$ cat src/rtl/evp_fsm_if.sv
// evp_fsm_if: EVP instruction bus bundling start/operands, N/S RAM read ports and FIFO result outputs
// master: evp_fsm side (drives RAM reads, strobes, result/status)
// slave:  environment side (drives start, A, x and RAM read data)
interface evp_fsm_if;
  logic        start_evp;
  logic [2:0]  A;
  logic [15:0] x;
  logic [4:0]  N_in;
  logic [15:0] S_in;
  logic        en_rd_N;
  logic [2:0]  rd_addr_N;
  logic        en_rd_S;
  logic [6:0]  rd_addr_S;
  logic        done_evp;
  logic        fifo_wr_en_r;
  logic        fifo_wr_en_s;
  logic [31:0] result;
  logic [31:0] status;
  modport master (
    input  start_evp, A, x, N_in, S_in,
    output en_rd_N, rd_addr_N, en_rd_S, rd_addr_S,
    output done_evp, fifo_wr_en_r, fifo_wr_en_s, result, status
  );
  modport slave (
    output start_evp, A, x, N_in, S_in,
    input  en_rd_N, rd_addr_N, en_rd_S, rd_addr_S,
    input  done_evp, fifo_wr_en_r, fifo_wr_en_s, result, status
  );
endinterface

$ cat src/rtl/evp_fsm.sv
// evp_fsm: evaluates the degree-d polynomial stored for slot A at signed x by Horner's rule
// clk, rst : clock and asynchronous active-high reset
// bus      : evp_fsm_if.master -- start/A/x in, N/S RAM read ports, done/FIFO strobes, result/status out
module evp_fsm (
  input logic     clk,
  input logic     rst,
  evp_fsm_if.master bus
);
  typedef enum logic [2:0] {IDLE, RD_N, CHK_N, MAC, DONE} state_t;
  state_t      state_q, state_d;
  logic [2:0]  addr_n_q, addr_n_d;
  logic [6:0]  addr_s_q, addr_s_d;
  logic [15:0] x_q, x_d;
  logic [3:0]  idx_q, idx_d;
  logic [31:0] acc_q, acc_d;
  logic        ovf_q, ovf_d;
  logic [31:0] result_q, result_d;
  logic [31:0] status_q, status_d;
  logic        rd_s;
  logic [6:0]  base;
  logic [47:0] mac;
  logic        fits;
  // slot A's coefficients start at A*11; the latched A doubles as rd_addr_N
  assign base = 7'(addr_n_q) * 7'd11;
  // 48-bit product cannot overflow (|acc*x| <= 2^46), so the sum is exact
  assign mac  = {{16{acc_q[31]}}, acc_q} * {{32{x_q[15]}}, x_q} + {{32{bus.S_in[15]}}, bus.S_in};
  assign fits = &mac[47:31] | ~|mac[47:31];
  always_comb begin
    state_d  = state_q;
    addr_n_d = addr_n_q;
    addr_s_d = addr_s_q;
    x_d      = x_q;
    idx_d    = idx_q;
    acc_d    = acc_q;
    ovf_d    = ovf_q;
    result_d = result_q;
    status_d = status_q;
    rd_s     = 1'b0;
    case (state_q)
      IDLE: if (bus.start_evp) begin
        addr_n_d = bus.A;
        x_d      = bus.x;
        state_d  = RD_N;
      end
      RD_N: state_d = CHK_N;
      CHK_N: begin
        ovf_d = 1'b0;
        if (bus.N_in > 5'd10) begin
          result_d = '0;
          status_d = 32'd2;
          state_d  = DONE;
        end else begin
          idx_d    = bus.N_in[3:0];
          acc_d    = '0;
          rd_s     = 1'b1;
          addr_s_d = base + 7'(bus.N_in);
          state_d  = MAC;
        end
      end
      MAC: begin
        acc_d = mac[31:0];
        ovf_d = ovf_q | ~fits;
        if (idx_q == 4'd0) begin
          result_d = mac[31:0];
          status_d = {31'b0, ovf_d};
          state_d  = DONE;
        end else begin
          // next coefficient read overlaps this MAC so S_in arrives without a bubble
          idx_d    = idx_q - 4'd1;
          rd_s     = 1'b1;
          addr_s_d = base + 7'(idx_q) - 7'd1;
        end
      end
      DONE:    state_d = IDLE;
      default: state_d = IDLE;
    endcase
  end
  always_ff @(posedge clk or posedge rst) begin
    if (rst) begin
      state_q  <= IDLE;
      addr_n_q <= '0;
      addr_s_q <= '0;
      x_q      <= '0;
      idx_q    <= '0;
      acc_q    <= '0;
      ovf_q    <= 1'b0;
      result_q <= '0;
      status_q <= '1;
    end else begin
      state_q  <= state_d;
      addr_n_q <= addr_n_d;
      addr_s_q <= addr_s_d;
      x_q      <= x_d;
      idx_q    <= idx_d;
      acc_q    <= acc_d;
      ovf_q    <= ovf_d;
      result_q <= result_d;
      status_q <= status_d;
    end
  end
  assign bus.en_rd_N      = state_q == RD_N;
  assign bus.rd_addr_N    = addr_n_q;
  assign bus.en_rd_S      = rd_s;
  assign bus.rd_addr_S    = addr_s_d;
  assign bus.done_evp     = state_q == DONE;
  assign bus.fifo_wr_en_r = state_q == DONE;
  assign bus.fifo_wr_en_s = state_q == DONE;
  assign bus.result       = result_q;
  assign bus.status       = status_q;
endmodule

$ cat src/flat_wrapper.sv
// flat-port wrapper written by rule: the top's interface ports become plain ports
module evp_fsm_flat 
  (clk, rst, bus_start_evp, bus_A, bus_x, bus_N_in, bus_S_in, bus_en_rd_N, bus_rd_addr_N, bus_en_rd_S, bus_rd_addr_S, bus_done_evp, bus_fifo_wr_en_r, bus_fifo_wr_en_s, bus_result, bus_status);
  evp_fsm_if bus_i ();
  input logic clk;
  input logic rst;
  input wire logic [$bits(bus_i.start_evp)-1:0] bus_start_evp;
  input wire logic [$bits(bus_i.A)-1:0] bus_A;
  input wire logic [$bits(bus_i.x)-1:0] bus_x;
  input wire logic [$bits(bus_i.N_in)-1:0] bus_N_in;
  input wire logic [$bits(bus_i.S_in)-1:0] bus_S_in;
  output wire logic [$bits(bus_i.en_rd_N)-1:0] bus_en_rd_N;
  output wire logic [$bits(bus_i.rd_addr_N)-1:0] bus_rd_addr_N;
  output wire logic [$bits(bus_i.en_rd_S)-1:0] bus_en_rd_S;
  output wire logic [$bits(bus_i.rd_addr_S)-1:0] bus_rd_addr_S;
  output wire logic [$bits(bus_i.done_evp)-1:0] bus_done_evp;
  output wire logic [$bits(bus_i.fifo_wr_en_r)-1:0] bus_fifo_wr_en_r;
  output wire logic [$bits(bus_i.fifo_wr_en_s)-1:0] bus_fifo_wr_en_s;
  output wire logic [$bits(bus_i.result)-1:0] bus_result;
  output wire logic [$bits(bus_i.status)-1:0] bus_status;
  assign bus_i.start_evp = bus_start_evp;
  assign bus_i.A = bus_A;
  assign bus_i.x = bus_x;
  assign bus_i.N_in = bus_N_in;
  assign bus_i.S_in = bus_S_in;
  assign bus_en_rd_N = bus_i.en_rd_N;
  assign bus_rd_addr_N = bus_i.rd_addr_N;
  assign bus_en_rd_S = bus_i.en_rd_S;
  assign bus_rd_addr_S = bus_i.rd_addr_S;
  assign bus_done_evp = bus_i.done_evp;
  assign bus_fifo_wr_en_r = bus_i.fifo_wr_en_r;
  assign bus_fifo_wr_en_s = bus_i.fifo_wr_en_s;
  assign bus_result = bus_i.result;
  assign bus_status = bus_i.status;
  evp_fsm u_core (.clk(clk), .rst(rst), .bus(bus_i));
endmodule
$ cat config.mk
export PLATFORM = sky130hd
export DESIGN_NAME = evp_fsm_flat
export DESIGN_NICKNAME = d
export VERILOG_FILES = /design/src/rtl/evp_fsm_if.sv /design/src/rtl/evp_fsm.sv /design/src/flat_wrapper.sv
export SDC_FILE = /design/constraint.sdc
export NUM_CORES = 2
export LEC_CHECK = 0
export ABC_AREA = 1
export CAP_MARGIN = 20
export CORE_MARGIN = 2
export CORE_UTILIZATION = 45
export CTS_CLUSTER_DIAMETER = 30
export DETAILED_ROUTE_END_ITERATION = 10
export PLACE_DENSITY = 0.72
export SETUP_SLACK_MARGIN = 0.4
export SLEW_MARGIN = 20
export SYNTH_ARGS = -nofsm -noshare
export SYNTH_HDL_FRONTEND = slang
export SYNTH_SLANG_ARGS = --single-unit
$ cat constraint.sdc
create_clock -name clk -period 8.5 [get_ports clk]
set_input_delay 1.7 -clock clk [delete_from_list [all_inputs] [get_ports clk]]
set_output_delay 1.7 -clock clk [all_outputs]
set_load 0.02 [all_outputs]
# After elaboration in Yosys (flattened, before gate mapping)
# Cells that the tools add are included.
[op_classes]
addsub = 5
mul = 2
n_lt_le_gt_ge = 1
eq_ne = 9
muxes = 22
bitwise_logic = 3
n_reduce_logical = 11
[ops]
columns = ["op", "n"]
rows = [
  ["$pmux 32 s2", 3],
  ["$mux 32", 5],
  ["$add 48x48->48", 1],
  ["$mul 32x16->48", 1],
  ["$reduce_and 17->1", 1],
  ["$reduce_or 17->1", 1],
  ["$mux 7", 2],
  ["$pmux 7 s2", 1],
  ["$pmux 3 s4", 1],
  ["$mux 3", 3],
  ["$mux 4", 2],
  ["$pmux 4 s2", 1],
  ["$add 7x4->7", 1],
  ["$add 7x5->7", 1],
  ["$mul 3x4->7 const B", 1],
  ["$sub 7x1->7 const B", 1],
  ["$eq 3x2->1 const B", 2],
  ["$ne 2x2->1 const B", 3],
  ["$reduce_and 2->1", 3],
  ["$reduce_and 3->1", 2],
  ["$gt 5x4->1 const B", 1],
  ["$logic_not 4->1", 1],
  ["$ne 2x1->1 const B", 2],
  ["$pmux 1 s2", 2],
  ["other kinds (9)", 11],
]
[word_totals]
regBits = 130
output_inout_bits = 79

# Depth between registers and ports, before layout
[logic_depth]
ltp_word = 9
ltp_mapped = 37
depth_no_buf = 35

# Least setup slack after synthesis
# No wires, ideal clock.
[synth_timing]
path_kind = "input to register"
startpoint = "input bus_S_in[15]"
endpoint = "register u_core.ovf_q"
arrival_ns = 6.060
t_required_ns = 8.379
path_slack_ns = 2.319
path_stages = 25
path_cell_list = "ha_1 fa_1 inv_1 fa_1 fa_1 fa_1 inv_1 ha_1 nand2_1 inv_1 nand2_1 nor3_1 nand2_1 nor2_1 nand2_1 nand3_1 nand2_1 nand2_1 nand2_1 nor3_2 nand2_1 nand2_1 nand2_1 nand2_1 o21ai_1"
[synth_between]
elab_chain_len = 7
elab_cells_between_ends = 8
[synth_rtl]
columns = ["item", "line_no", "text"]
rows = [
  ["start, declared", "flat_wrapper.sv:11", "input wire logic [$bits(bus_i.S_in)-1:0] bus_S_in;"],
  ["$add 48x48->48 (*)", "evp_fsm.sv:26", "assign mac = {{16{acc_q[31]}}, acc_q} * {{32{x_q[15]}}, x_q} + {{32{bus.S_in[15]}}, bus.S_in};"],
  ["$reduce_or 17->1", "evp_fsm.sv:27", "assign fits = &mac[47:31] | ~|mac[47:31];"],
  ["$logic_not 1->1", "evp_fsm.sv:27", ""],
  ["$or 1x1->1 (*)", "evp_fsm.sv:27", ""],
  ["$not 1->1 (*)", "evp_fsm.sv:62", "ovf_d = ovf_q | ~fits;"],
  ["$or 1x1->1 (*)", "evp_fsm.sv:62", ""],
  ["$pmux 1 s2 (*)", "evp_fsm.sv:39", "case (state_q)"],
  ["end signal, assigned", "evp_fsm.sv:96", "ovf_q <= ovf_d;"],
  ["end, declared", "evp_fsm.sv:16", "logic ovf_q, ovf_d;"],
]
# Every way passes the cells marked *; elsewhere a longest branch is shown, timed or not.
# A chain may end at the register's enable or synchronous reset.

# Final worst setup path
# Ends and elaborated chain as after synthesis.

==> reports/metrics.yaml <==
yosys:
  synth.top_cell.area_share_pct: 41.32
  yosysTopAreaCell: "fa_1"
  yosysWarnings: 0
  synthArstFlopShare_pct: 100.0
  synth_area_leaders: "fa_1, nand2_1, inv_1, dfrtp_1, ha_1"
  synth_nets: 4069
  synth_enable_flop_cells: 0
  syn_inst: 3366
  ys_seq_elements: 101
  synth_cell_type_count: 41
  synth.avg_cell_area_sq_um: 7.543
  ys_seq_area_share_pct: 9.969
  synth_area_sq_um: 25390
  ys.flop_type: "dfrtp_1"
timing:
  maxSlewViolCount: 0
  layout_min_cycle_time_ns: 7.354
  setup_violations: 0
  slew_headroom_pct: 24.34
  max_freq_mhz: 136.0
  fin_crit_sh_pct: 86.52
  rsz0062_at_grt: "no"
  timing_hold_violations_final: 0
  final.setup.tns_ns: 0
  worst_slew_pin_slew_ns: 1.135
  skew_ns: 0.01138
setup_path:
  worstPathCellList: "clkdlybuf4s50_1 -> ha_1 -> fa_1 -> inv_1 -> fa_1 -> fa_1 -> fa_1 -> inv_1 -> ha_1 -> nand2_1 -> nor2_1 -> inv_1 -> nor3_2 -> nand4_1 -> nand3_1 -> nand2_1 -> nand2_1 -> nand4_1 -> nor2_1 -> nand2_1 -> nand2_1 -> nand2_1 -> nand2_1 -> o21ai_1"
  worst-path-max-fanout: 12
  cp.arrival_ns: 7.65
  end_kind: "register"
  critical_path_class: "input port to register"
  max_stage_delay_ns: 0.67
  path_buf_inv: 4
  cp-start-kind: "input port"
  cp_top_family: "adder cells"
  cp.required_ns: 8.79
  crit_top_cell: "nand2_1"
  critical-path-slowest-cell: "clkdlybuf4s50_1"
detailed_routing:
  wl_met1_mm: 27.25
  wl_mm: 64.26
  first_iter_violations: 1287
  met3WireLength_mm: 3.809
  final_antenna_net_count: 0
  dr.pass1.iters: 5
  top_layer: "met4"
  wl_per_cell_um: 15.64
  dr_total_vias: 19932
  vias_per_cell: 4.851
  post-route-drc-count: 0
  route.met2.wl_mm: 31.19
global_routing:
  grt_pass1_wl_mm: 107.8
  grt_use_total_pct: 23.01
  overflow: 0
  antenna_found_initial: 0
  grt_max_degree: 65
  grt_pass1_vias: 20947
clocking:
  root_buffer: "clkbuf_16"
  clock_path_buffers: 2
  cts_max_level: 3
  path_clk_slew_ns: 0.08
  cts_tree: "done"
  cts_buffers: 9
  post_cts_buffers: 0
  postCtsResizedCells: 0
  cts.hold.buffers_added: 0
  cts_sinks: 101
  clkLatencyLatePin_ns: 0.40
cells_and_area:
  n_antenna_cell: 0
  fillers: 5439
  areaGrowthSynthToFinish_pct: 7.338
  instances_no_fill: 4109
  regArea_sq_um: 2532
  multiInputGateArea_sq_um: 18410
  fin_nets: 4051
  drive_gt1_share_pct: 3.937
  design_area_sq_um: 27250
  fin_util_pct: 48.61
floorplan:
  die_area_sq_um: 58340
  start_util_pct: 45.29
  core_sq_um: 56060
  die-height_um: 241.5
  die_x_um: 241.5
  pin_count: 122
  fp-row-count: 87
job:
  cap_violations: 0
place:
  io_buffer_count: 121
  dpl.cell_count: 4093
  placed_area_sq_um: 26950
  gp_congestion: 0.9502
  dp_hpwl_mm: 54.68
outcome:
  status: "complete, no violations"
hold_path:
  holdCritPathClass: "register to register"
==> cell usage after synthesis (2+ instances only) <==
cell type,n
a21o_1,2
nand2_1,1023
nand4_1,19
inv_1,959
fa_1,524
o21ai_1,2
mux2_2,17
dfrtp_1,98
xor2_1,4
nor3_1,7
o21ai_0,72
o211ai_1,4
a31oi_1,3
nand2_2,7
buf_4,32
nand3_1,46
dfstp_2,3
o21bai_1,5
nor3_2,10
nor2_1,104
nand3_2,3
ha_1,136
clkbuf_1,136
xnor2_1,2
o31ai_1,5
o21a_1,3
or2_2,14
nor2_4,2
and2_1,3
inv_2,18
a21oi_1,70
nor2_2,17
nand3b_1,4
buf_2,5
==> state kept, by name, indices dropped and copies added (netlist names) <==
name	flops
u_core.acc_q	32
u_core.addr_s_q	7
u_core.bus.rd_addr_N	3
u_core.bus.result	32
u_core.bus.status	3
u_core.idx_q	4
u_core.ovf_q	1
u_core.state_q	3
u_core.x_q	16
==> cell families (layout without fill, tap and decap cells) <==
family / after synthesis / in the layout / share of synthesized area (%)
AND/OR/NAND/NOR: 1260 / 1260 / 19.93
buffers and inverters: 1152 / 1139 / 17.53
adder cells (fa/ha/maj): 660 / 660 / 48.02
AO/OA/AOI/OAI: 170 / 170 / 3.593
flip-flops: 101 / 101 / 9.969
multiplexers: 17 / 17 / 0.7540
XOR/XNOR: 6 / 6 / 0.2070
==> final timing paths <==
check | startpoint | endpoint | slack (ns) | cells after the start
setup / recovery | bus_S_in[15] | u_core.ovf_q | 1.15 | 24
hold reg to reg | u_core.bus.status[0] | u_core.bus.status[0] | 0.48 | 2
min in group asynchronous | rst | u_core.bus.result[10] | 1.71 | 2
hold / removal | u_core.bus.status[0] | u_core.bus.status[0] | 0.48 | 2
max in group asynchronous | rst | u_core.x_q[11] | 5.48 | 3
setup reg to reg | u_core.x_q[10] | u_core.ovf_q | 1.37 | 25
==> per-stage QoR <==
step | setup slack [ns] | hold WS (ns)
after global routing | 0.7303 | 0.4812
final | 1.146 | 0.4755
after global placement | 0.7350 | 0.4634
after CTS | 1.164 | 0.4747
after detailed placement | 0.7384 | 0.4600
after floorplan | 2.319 | 0.4862
==> routing by layer <==
layer	vias up	track usage, %
li1	9412	-
met1	9807	30.52
met2	599	38.96
met3	114	3.074
met4	0	7.709
met5	-	0
==> area by class of cell <==
| cell class | instances | area share [%] |
|---|---|---|
| clock buffer | 11 | 0.8540 |
| clock inverter | 5 | 0.2433 |
| inverter | 978 | 13.48 |
| multi-input combinational | 2113 | 67.55 |
| sequential | 101 | 9.293 |
| tap | 756 | 3.471 |
| timing repair buffer | 145 | 5.105 |
==> tightest hold or removal path, cell delays in order (launching register included) <==
cell and delay (ns):
dfstp_2 0.38, nand2_1 0.06, nand2_1 0.05
==> layout by cell type (no fill, tap or decap), types with 3 or more instances in the layout <==
cell	count
nand2_1	1022
inv_1	958
fa_1	524
ha_1	136
clkdlybuf4s50_1	121
nor2_1	104
dfrtp_1	97
o21ai_0	72
a21oi_1	70
nand3_1	46
buf_4	24
nand4_1	19
inv_2	18
nor2_2	17
mux2_2	17
or2_2	14
nor3_2	10
clkbuf_16	9
nand2_2	8
nor3_1	7
o21bai_1	5
o31ai_1	5
nand3b_1	4
xor2_1	4
o211ai_1	4
nand3_2	3
and2_1	3
o21a_1	3
a31oi_1	3
dfstp_2	3
Power is left out: the tool's default activity adds up to more than one toggle a clock period on the data nets, which glitch-free logic cannot reach.
